`src/rtl/hazard_pkg.sv`:
```
// Shared types for the pipeline hazard controller: stall cause codes and
// the default register index width.
package hazard_pkg;

   localparam int DEF_REG_ADDR_W = 5;

   typedef enum logic [2:0] {
      NONE       = 3'd0,
      LOAD_USE   = 3'd1,
      BRANCH_DEP = 3'd2,
      MEM_FREEZE = 3'd3,
      REDIRECT   = 3'd4
   } cause_e;

endpackage

```
`src/rtl/hazard_dep_match.sv`:
```
// Compares one destination register against all ID source operands.
// Ports: rs/rs_used (packed sources + valids), rd (destination), hit (any-match).
module hazard_dep_match
   import hazard_pkg::*;
#(
   parameter int REG_ADDR_W = DEF_REG_ADDR_W,
   parameter int NUM_SRC    = 2
) (
   input  logic [NUM_SRC*REG_ADDR_W-1:0] rs,
   input  logic [NUM_SRC-1:0]            rs_used,
   input  logic [REG_ADDR_W-1:0]         rd,
   output logic                          hit
);

   always_comb begin
      hit = 1'b0;
      for (int i = 0; i < NUM_SRC; i++) begin
         if (rs_used[i] && (rs[i*REG_ADDR_W +: REG_ADDR_W] == rd))
            hit = 1'b1;
      end
      // x0 is hardwired to zero and can never carry a hazard
      if (rd == '0)
         hit = 1'b0;
   end

endmodule

```
`src/rtl/hazard_stall_ctrl.sv`:
```
// Pipeline hazard controller: load-use / branch-dependency stalls with a
// multi-cycle counter, dmem-busy pipe freeze and EX-redirect front-end flush.
// Ports: ID sources, EX/MEM destinations and control in; PC/IF-ID enables,
// IF-ID/ID-EX flushes, pipe_freeze and stall_cause out.
// Optional: define HAZARD_PERF_CNT_EN for stall_cycles/bubble_cnt counters.
module hazard_stall_ctrl
   import hazard_pkg::*;
#(
   parameter int REG_ADDR_W = DEF_REG_ADDR_W,
   parameter int NUM_SRC    = 2,
   parameter int LOAD_LAT   = 1
) (
   input  logic                          clk,
   input  logic                          rst_n,
   input  logic [NUM_SRC*REG_ADDR_W-1:0] id_rs,
   input  logic [NUM_SRC-1:0]            id_rs_used,
   input  logic                          id_is_branch,
   input  logic [REG_ADDR_W-1:0]         ex_rd,
   input  logic [REG_ADDR_W-1:0]         mem_rd,
   input  logic                          ex_memread,
   input  logic                          ex_regwrite,
   input  logic                          mem_memread,
   input  logic                          ex_redirect,
   input  logic                          dmem_busy,
   output logic                          pc_write,
   output logic                          if_id_write,
   output logic                          id_ex_flush,
   output logic                          if_id_flush,
   output logic                          pipe_freeze,
`ifdef HAZARD_PERF_CNT_EN
   output logic [31:0]                   stall_cycles,
   output logic [31:0]                   bubble_cnt,
`endif
   output logic [2:0]                    stall_cause
);

   // Holds stall lengths up to LOAD_LAT+1
   localparam int CNT_W = $clog2(LOAD_LAT + 2);

   logic             ex_hit;
   logic             mem_hit;
   logic [CNT_W-1:0] cnt;
   logic [CNT_W-1:0] cnt_nxt;
   logic [CNT_W-1:0] len;
   cause_e           cause_q;
   cause_e           cause_nxt;
   cause_e           det_cause;
   cause_e           cause_o;

   hazard_dep_match #(
      .REG_ADDR_W (REG_ADDR_W),
      .NUM_SRC    (NUM_SRC)
   ) u_ex_match (
      .rs      (id_rs),
      .rs_used (id_rs_used),
      .rd      (ex_rd),
      .hit     (ex_hit)
   );

   hazard_dep_match #(
      .REG_ADDR_W (REG_ADDR_W),
      .NUM_SRC    (NUM_SRC)
   ) u_mem_match (
      .rs      (id_rs),
      .rs_used (id_rs_used),
      .rd      (mem_rd),
      .hit     (mem_hit)
   );

   // Required stall length for the instruction currently in ID.
   // A branch compares in ID, so it needs the value one cycle earlier.
   always_comb begin
      len       = '0;
      det_cause = NONE;
      if (ex_memread && ex_hit) begin
         len       = CNT_W'(LOAD_LAT) + CNT_W'(id_is_branch);
         det_cause = LOAD_USE;
      end else if (mem_memread && mem_hit) begin
         len       = CNT_W'(LOAD_LAT - 1) + CNT_W'(id_is_branch);
         det_cause = LOAD_USE;
      end else if (id_is_branch && ex_regwrite && ex_hit) begin
         len       = CNT_W'(1);
         det_cause = BRANCH_DEP;
      end
   end

   always_comb begin
      pc_write    = 1'b1;
      if_id_write = 1'b1;
      id_ex_flush = 1'b0;
      if_id_flush = 1'b0;
      pipe_freeze = 1'b0;
      cause_o     = NONE;
      cnt_nxt     = cnt;
      cause_nxt   = cause_q;
      if (!rst_n) begin
         pc_write    = 1'b0;
         if_id_write = 1'b0;
         id_ex_flush = 1'b1;
      end else if (dmem_busy) begin
         pc_write    = 1'b0;
         if_id_write = 1'b0;
         pipe_freeze = 1'b1;
         cause_o     = MEM_FREEZE;
      end else if (ex_redirect) begin
         // Wrong-path instruction in ID: its pending stall is moot
         if_id_flush = 1'b1;
         id_ex_flush = 1'b1;
         cause_o     = REDIRECT;
         cnt_nxt     = '0;
         cause_nxt   = NONE;
      end else if (cnt != '0) begin
         pc_write    = 1'b0;
         if_id_write = 1'b0;
         id_ex_flush = 1'b1;
         cause_o     = cause_q;
         cnt_nxt     = cnt - CNT_W'(1);
         if (cnt == CNT_W'(1))
            cause_nxt = NONE;
      end else if (len != '0) begin
         pc_write    = 1'b0;
         if_id_write = 1'b0;
         id_ex_flush = 1'b1;
         cause_o     = det_cause;
         cnt_nxt     = len - CNT_W'(1);
         cause_nxt   = (len == CNT_W'(1)) ? NONE : det_cause;
      end
   end

   assign stall_cause = cause_o;

   always_ff @(posedge clk or negedge rst_n) begin
      if (!rst_n) begin
         cnt     <= '0;
         cause_q <= NONE;
      end else begin
         cnt     <= cnt_nxt;
         cause_q <= cause_nxt;
      end
   end

`ifdef HAZARD_PERF_CNT_EN
   always_ff @(posedge clk or negedge rst_n) begin
      if (!rst_n) begin
         stall_cycles <= '0;
         bubble_cnt   <= '0;
      end else begin
         if (!pc_write && (stall_cycles != '1))
            stall_cycles <= stall_cycles + 32'd1;
         if (id_ex_flush && (bubble_cnt != '1))
            bubble_cnt <= bubble_cnt + 32'd1;
      end
   end
`endif

endmodule
```
`config.mk`:
```
export PLATFORM = sky130hd
export DESIGN_NAME = hazard_stall_ctrl
export DESIGN_NICKNAME = d
export VERILOG_FILES = /design/src/rtl/hazard_pkg.sv /design/src/rtl/hazard_dep_match.sv /design/src/rtl/hazard_stall_ctrl.sv
export SDC_FILE = /design/constraint.sdc
export NUM_CORES = 1
export LEC_CHECK = 0
export BUFFER_PORTS_ARGS = -buffer_cell sky130_fd_sc_hd__buf_4
export CORE_MARGIN = 2
export CORE_UTILIZATION = 43
export DETAILED_ROUTE_END_ITERATION = 6
export GPL_ROUTABILITY_DRIVEN = 0
export PLACE_DENSITY_LB_ADDON = 0.2
export SETUP_SLACK_MARGIN = 0.3
export SLEW_MARGIN = 20
export SYNTH_ARGS = -nofsm -noshare
export SYNTH_HDL_FRONTEND = slang
export SYNTH_HIERARCHICAL = 1
export SYNTH_SLANG_ARGS = --single-unit
export TNS_END_PERCENT = 20
```
`constraint.sdc`:
```
create_clock -name clk -period 4.15 [get_ports clk]
set_input_delay 0.83 -clock clk [delete_from_list [all_inputs] [get_ports clk]]
set_output_delay 0.83 -clock clk [all_outputs]
set_load 0.1 [all_outputs]
```
==> impl_results.md, run 1 <==
- Yosys warns: 6
- Sequential fraction of the synthesis area: 15.2%
- Met3 usage: 2.13%
- Max VDD drop: 0.0000952 V
- First-pass DRT Iterations: 4
- Synth Net Count: 116
- Post-Syn Instances: 84
- # port buffers: 37
- Worst-path maximum fanout: 4
- Unrepaired setup endpoints after global routing: true
- CTS clk-pin slew, worst paths: 0.04 ns
- Clock sink total: 4
- CP arrival: 3.05 ns
- Vias in the first global route: 743
- Largest net degree at the start of global routing: 10
- Final hold viol count: 0
- Initial Utilization: 44.6%
- Buf/Inv on CP: 3
- Hold Path Class: in -> async
- Initial DRC Count: 6
- Maxcap violations: 0
- CP Depth: 13
- CP Cell Sequence: buf_6 -> xor2_2 -> nor4_2 -> nand3_1 -> a21oi_2 -> nand2_1 -> o211ai_1 -> inv_1 -> ha_4 -> and4b_1 -> nand3b_1 -> a21boi_4 -> buf_12
- Area of the multi-input gates: 584 um^2
- Grt ovf: 0
- Fillers: 109
- DIE WIDTH: 43.1 um
- Clock period minus worst slack: 3.88 ns
- Final total power: 212 uW
- Clock Latency Late Sink: 0.24 ns
- Core Area: 1470 um^2
- GR met1 Demand/Resource: 23.3%
- Final Net Count: 160
- Clock Tree Buf Depth: 2
- Max Fclk: 258 MHz
- Power Dens Cells: 191 nW/um^2
- DRC: 0
- Post-DR wirelength/cell: 14.3 um
- Worst path max stage delay: 0.25 ns
- Antenna Nets Post-Route: 0
- Register bit total from synthesis: 4
- Crit Path Category: in -> out
- CP required: 3.32 ns
- Via/cell ratio: 5.51
- CP startpoint kind: input pin
- CTS tree: built
- Initial antenna violation count: 0
- Cell area after synthesis: 657 um^2
- Die Ht: 43.1 um
- I/O Pins: 38
- Final Cycle Share: 93.5%
- Commonest non-fill, non-tap cells in the layout: buf_4, xor2_1, nor2_1
- Clk root buf: clkbuf_4
- Relative slew margins: 75.4%
- GR peak layer: met2
- Leakage: 0.000488 uW
- First-pass GRT wire length: 3.08 mm
- Die area: 1860 um^2
- Synth cell types: 33
- Mean post-synth cell area: 7.82 um^2
- Cts bufs inserted: 3
- Status: complete, no violations
- Critical path's slowest cell: nor4_2
- Vias: 782
- Antenna Cells: 0
- Crit-path leading delay family: simple AND/OR/NAND/NOR gates
- Final setup vio count: 0
- Critical Path End Type: primary output
- Layout area overhead: 69.1%
- Worst Skew: 0.000626 ns
- Non-Filler Instances: 142
- All-Layer GR Usage: 21.9%
- Sum Neg Setup Slack: 0 ns
- Routed Wire Length: 2.03 mm
- H-tree Lvls: 1
- Dpl hpwl: 1.50 mm
- Cell row count: 14
- # hold bufs at CTS: 0
- Pins over their slew limit: 0
- Layout cells sized above 1: 48.4%
- R2R depth: 3
- Met2 usage: 42.4%
- Reg area: 100 um^2
- Leading cell type in the layout, fill and taps excluded: buf_4
- Worst Tran Pin Value: 0.369 ns
- Placed cells: 133
## per-stage QoR
step / hold WS (ns) / area (um^2) / utilization (%) / setup slack, ns
2_1_floorplan: 0.440 / 686 / - / 0.236
3_3_place_gp: 0.469 / 948 / 64.5 / 0.0736
3_5_place_dp: 0.469 / 948 / 64.5 / 0.0275
4_1_cts: 0.394 / 1040 / 70.8 / 0.265
5_1_grt: 0.401 / 1110 / 75.5 / 0.114
6_report: 0.397 / 1110 / 75.5 / 0.269
## Yosys cell counts
library cell	number	share of area, %
xor2_1	16	21
nor2_1	9	5.1
a21oi_1	6	4.6
nand2_1	5	2.9
nand3_1	5	3.8
dfrtp_1	4	15
xnor2_1	4	5.3
inv_1	3	1.7
or4_1	3	3.4
and2_1	2	1.9
buf_4	2	2.3
ha_1	2	3.8
nor4_1	2	1.9
nor4_2	2	3.8
a21boi_0	1	1.1
a21o_2	1	1.3
a221o_1	1	1.5
a22o_1	1	1.3
and2_2	1	1.1
and4b_1	1	1.5
buf_6	1	1.7
clkbuf_2	1	0.76
nand2b_1	1	0.95
nand3b_1	1	1.1
nand4_1	1	0.95
nand4b_1	1	1.3
nor3_1	1	0.76
nor4b_1	1	1.3
o211ai_1	1	1.1
o21ai_1	1	0.76
o31a_2	1	1.5
o31ai_1	1	1.1
o32ai_1	1	1.3
## sequential cells by signal (all words and copies together), names as in the netlist
register,flops
cause_q,2
cnt,2
## path summary, 6_finish.rpt
| path | start | end | slack, ns |
|---|---|---|---|
| min in group clk | cause_q[0]$_DFFE_PN0P_ | cause_q[0]$_DFFE_PN0P_ | 0.48 |
| hold reg to reg | cause_q[0]$_DFFE_PN0P_ | cause_q[0]$_DFFE_PN0P_ | 0.48 |
| max in group asynchronous | rst_n | cnt[1]$_DFFE_PN0P_ | 3.63 |
| setup / recovery | ex_rd[0] | stall_cause[1] | 0.27 |
| hold / removal | rst_n | cause_q[1]$_DFFE_PN0P_ | 0.40 |
| setup reg to reg | cnt[0]$_DFFE_PN0P_ | cause_q[0]$_DFFE_PN0P_ | 2.91 |
## power by group
part	total [uW]	internal (uW)	switching, uW
logic	120	49.5	70.8
clock network	50.4	32.5	17.9
registers	41.2	40.1	1.15
## layout make-up
class,count,share of cell area [%]
clock buffers,3,2.03
repair buffers,43,33.6
well taps,16,1.80
multi-input cells,73,52.6
inverters,3,1.01
flip-flops and latches,4,9.01
## cell families (layout without fill, tap and decap cells)
group                      after synthesis  after routing  share of synthesized area (%)
adders and majority gates                2              2                           3.81
DFF                                      4              4                           15.2
AOI/OAI and AO/OA                       15             15                           15.8
xor gates and xnor gates                20             20                           26.7
buffers and inverters                    7             49                           6.47
and+or+nand+nor                         36             36                           32.0
## repair_timing
action,CTS,global route
endpoints found under the setup margin,5,5
resized for setup,9,11
setup buffers,4,2
pin swaps,9,12
gates cloned,0,0
## routing by layer
layer	vias to the layer above	wire, um
li1	386	-
met4	0	19
met1	359	730
met2	33	1170
met3	4	106
met5	-	0
Power figures use the tool's default switching activity.
==> run 2: changes to the inputs <==
==> constraint.sdc (replaced) <==
create_clock -name clk -period 4.4 [get_ports clk]
set_input_delay 0.88 -clock clk [delete_from_list [all_inputs] [get_ports clk]]
set_output_delay 0.88 -clock clk [all_outputs]
set_load 0.1 [all_outputs]
==> impl_results.md, run 2 (same netlist as run 1, synthesis figures left out) <==
- All-Layer GR Usage: 21.5% (was 21.9%)
- Unrepaired setup endpoints after global routing: true (unchanged)
- Layout cells sized above 1: 47.2% (was 48.4%)
- # port buffers: 37 (unchanged)
- DRC: 0 (unchanged)
- Clock period minus worst slack: 4.08 ns
- Leakage: 0.000479 uW (was 0.000488 uW)
- Worst Tran Pin Value: 0.334 ns (was 0.369 ns)
- Pins over their slew limit: 0 (unchanged)
- Largest regs: cause_q x2, cnt x2 (unchanged)
- Placed cells: 133 (unchanged)
- Via/cell ratio: 5.52 (was 5.51)
- Buf/Inv on CP: 5 (was 3)
- H-tree Lvls: 1 (unchanged)
- Max Fclk: 245 MHz
- Initial DRC Count: 29 (was 6)
- Status: complete, no violations (unchanged)
- Vias: 789 (was 782)
- Final Net Count: 161 (was 160)
- Non-Filler Instances: 143 (was 142)
- Grt ovf: 0 (unchanged)
- Sum Neg Setup Slack: 0 ns (unchanged)
- Critical path's slowest cell: nor4_2 (unchanged)
- Worst-path maximum fanout: 3 (was 4)
- CP Cell Sequence: buf_4 -> xor2_1 -> nor4_2 -> nand3_1 -> a21oi_2 -> buf_4 -> buf_4 -> buf_4 -> nand3_1 -> ha_4 -> and4b_1 -> nand3b_1 -> a21boi_2 -> buf_8 (was buf_6 -> xor2_2 -> nor4_2 -> nand3_1 -> a21oi_2 -> nand2_1 -> o211ai_1 -> inv_1 -> ha_4 -> and4b_1 -> nand3b_1 -> a21boi_4 -> buf_12)
- CP most frequent cell: buf_4
- Core Area: 1470 um^2 (unchanged)
- Final hold viol count: 0 (unchanged)
- Dpl hpwl: 1.55 mm (was 1.50 mm)
- Relative slew margins: 77.6% (was 75.4%)
- CTS tree: built (unchanged)
- Commonest non-fill, non-tap cells in the layout: buf_4, xor2_1, nor2_1 (unchanged)
- Max VDD drop: 0.0000947 V (was 0.0000952 V)
- Die area: 1860 um^2 (unchanged)
- DIE WIDTH: 43.1 um (unchanged)
- # hold bufs at CTS: 0 (unchanged)
- DP Worst Slack: 0.0709 ns (was 0.0275 ns)
- CP startpoint kind: input pin (unchanged)
- Critical Path End Type: primary output (unchanged)
- Vias in the first global route: 781 (was 743)
- Final Cycle Share: 92.8%
- Maxcap violations: 0 (unchanged)
- Clock sink total: 4 (unchanged)
- Antenna Cells: 0 (unchanged)
- Clock Latency Late Sink: 0.23 ns (was 0.24 ns)
- CP required: 3.52 ns (was 3.32 ns)
- Hold Path Class: in -> async (unchanged)
- Final worst slack: 0.315 ns (was 0.269 ns)
- Initial antenna violation count: 0 (unchanged)
- CTS clk-pin slew, worst paths: 0.04 ns (about the same)
- Cell row count: 14 (unchanged)
- Post-DR wirelength/cell: 14.0 um (was 14.3 um)
- CP arrival: 3.20 ns (was 3.05 ns)
- Power Dens Cells: 181 nW/um^2 (was 191 nW/um^2)
- I/O Pins: 38 (unchanged)
- Leading cell type in the layout, fill and taps excluded: buf_4 (unchanged)
- Crit-path leading delay family: simple AND/OR/NAND/NOR gates (unchanged)
- Worst Skew: 0.000804 ns (was 0.000626 ns)
- Worst path max stage delay: 0.29 ns (was 0.25 ns)
- First-pass DRT Iterations: 4 (unchanged)
- Clk root buf: clkbuf_4 (unchanged)
- Layout area overhead: 64.4% (was 69.1%)
- Final setup vio count: 0 (unchanged)
- Largest net degree at the start of global routing: 10 (unchanged)
- Die Ht: 43.1 um (unchanged)
- Clock Tree Buf Depth: 2 (unchanged)
- Routed Wire Length: 2.00 mm (was 2.03 mm)
- Cts bufs inserted: 3 (unchanged)
- Crit Path Category: in -> out (unchanged)
- First-pass GRT wire length: 3.10 mm (was 3.08 mm)
- Initial Utilization: 44.6% (unchanged)
- Antenna Nets Post-Route: 0 (unchanged)
[run 2: cell type report]
type	count	area, um^2
multi-input cells	73	569
fillers	113	392
repair buffers	44	357
flip-flops and latches	4	100
clock buffers	3	22.5
well taps	16	20.0
inverters	3	11.3
[run 2: per-stage QoR]
stage / utilization, % / area [um^2] / total power [uW] / hold slack [ns]
final: 73.4 / 1080 / 195 / 0.456
after floorplan: - / 668 / 101 / 0.440
after CTS: 66.8 / 983 / 190 / 0.444
after global placement: 63.5 / 935 / 139 / 0.479
after detailed placement: 63.5 / 935 / 140 / 0.477
after global routing: 73.4 / 1080 / 205 / 0.448
[run 2: power breakdown]
part	switching [uW]	total, uW	internal, uW	leakage (uW)
Sequential	1.12	39.0	37.8	0.0000557
Clock	14.5	45.0	30.5	0.0000138
Combinational	66.7	111	44.5	0.000409
Total	82.3	195	113	0.000479
[run 2: repair_timing]
item / CTS / global route
pin swaps: 5 / 9
setup endpoints to repair: 1 / 3
gates resized for setup: 3 / 11
buffers inserted: 2 / 5
[run 2: worst reg2reg max path, cell delays in order, from the launching register on]
cell and delay, ns:
dfrtp_1 0.44, nor3_1 0.34, nand2_1 0.12, o31ai_1 0.25
[run 2: worst paths after layout]
kind,cells after the start,startpoint,slack (ns),end
setup / recovery,14,ex_rd[0],0.32,stall_cause[1]
hold / removal,1,rst_n,0.46,cause_q[1]$_DFFE_PN0P_
setup reg to reg,3,cnt[0]$_DFFE_PN0P_,3.16,cause_q[0]$_DFFE_PN0P_
hold reg to reg,1,cause_q[1]$_DFFE_PN0P_,0.49,cause_q[1]$_DFFE_PN0P_
max in group asynchronous,1,rst_n,3.82,cnt[1]$_DFFE_PN0P_
min in group clk,1,cause_q[1]$_DFFE_PN0P_,0.49,cause_q[1]$_DFFE_PN0P_
[run 2: layer usage]
layer | vias to the layer above | wire, um | GRT usage (%)
met1 | 375 | 878 | 25.9
met3 | 0 | 91 | 1.28
met2 | 28 | 1030 | 37.9
met4 | 0 | 0 | 10.3
met5 | - | 0 | 0
li1 | 386 | - | -
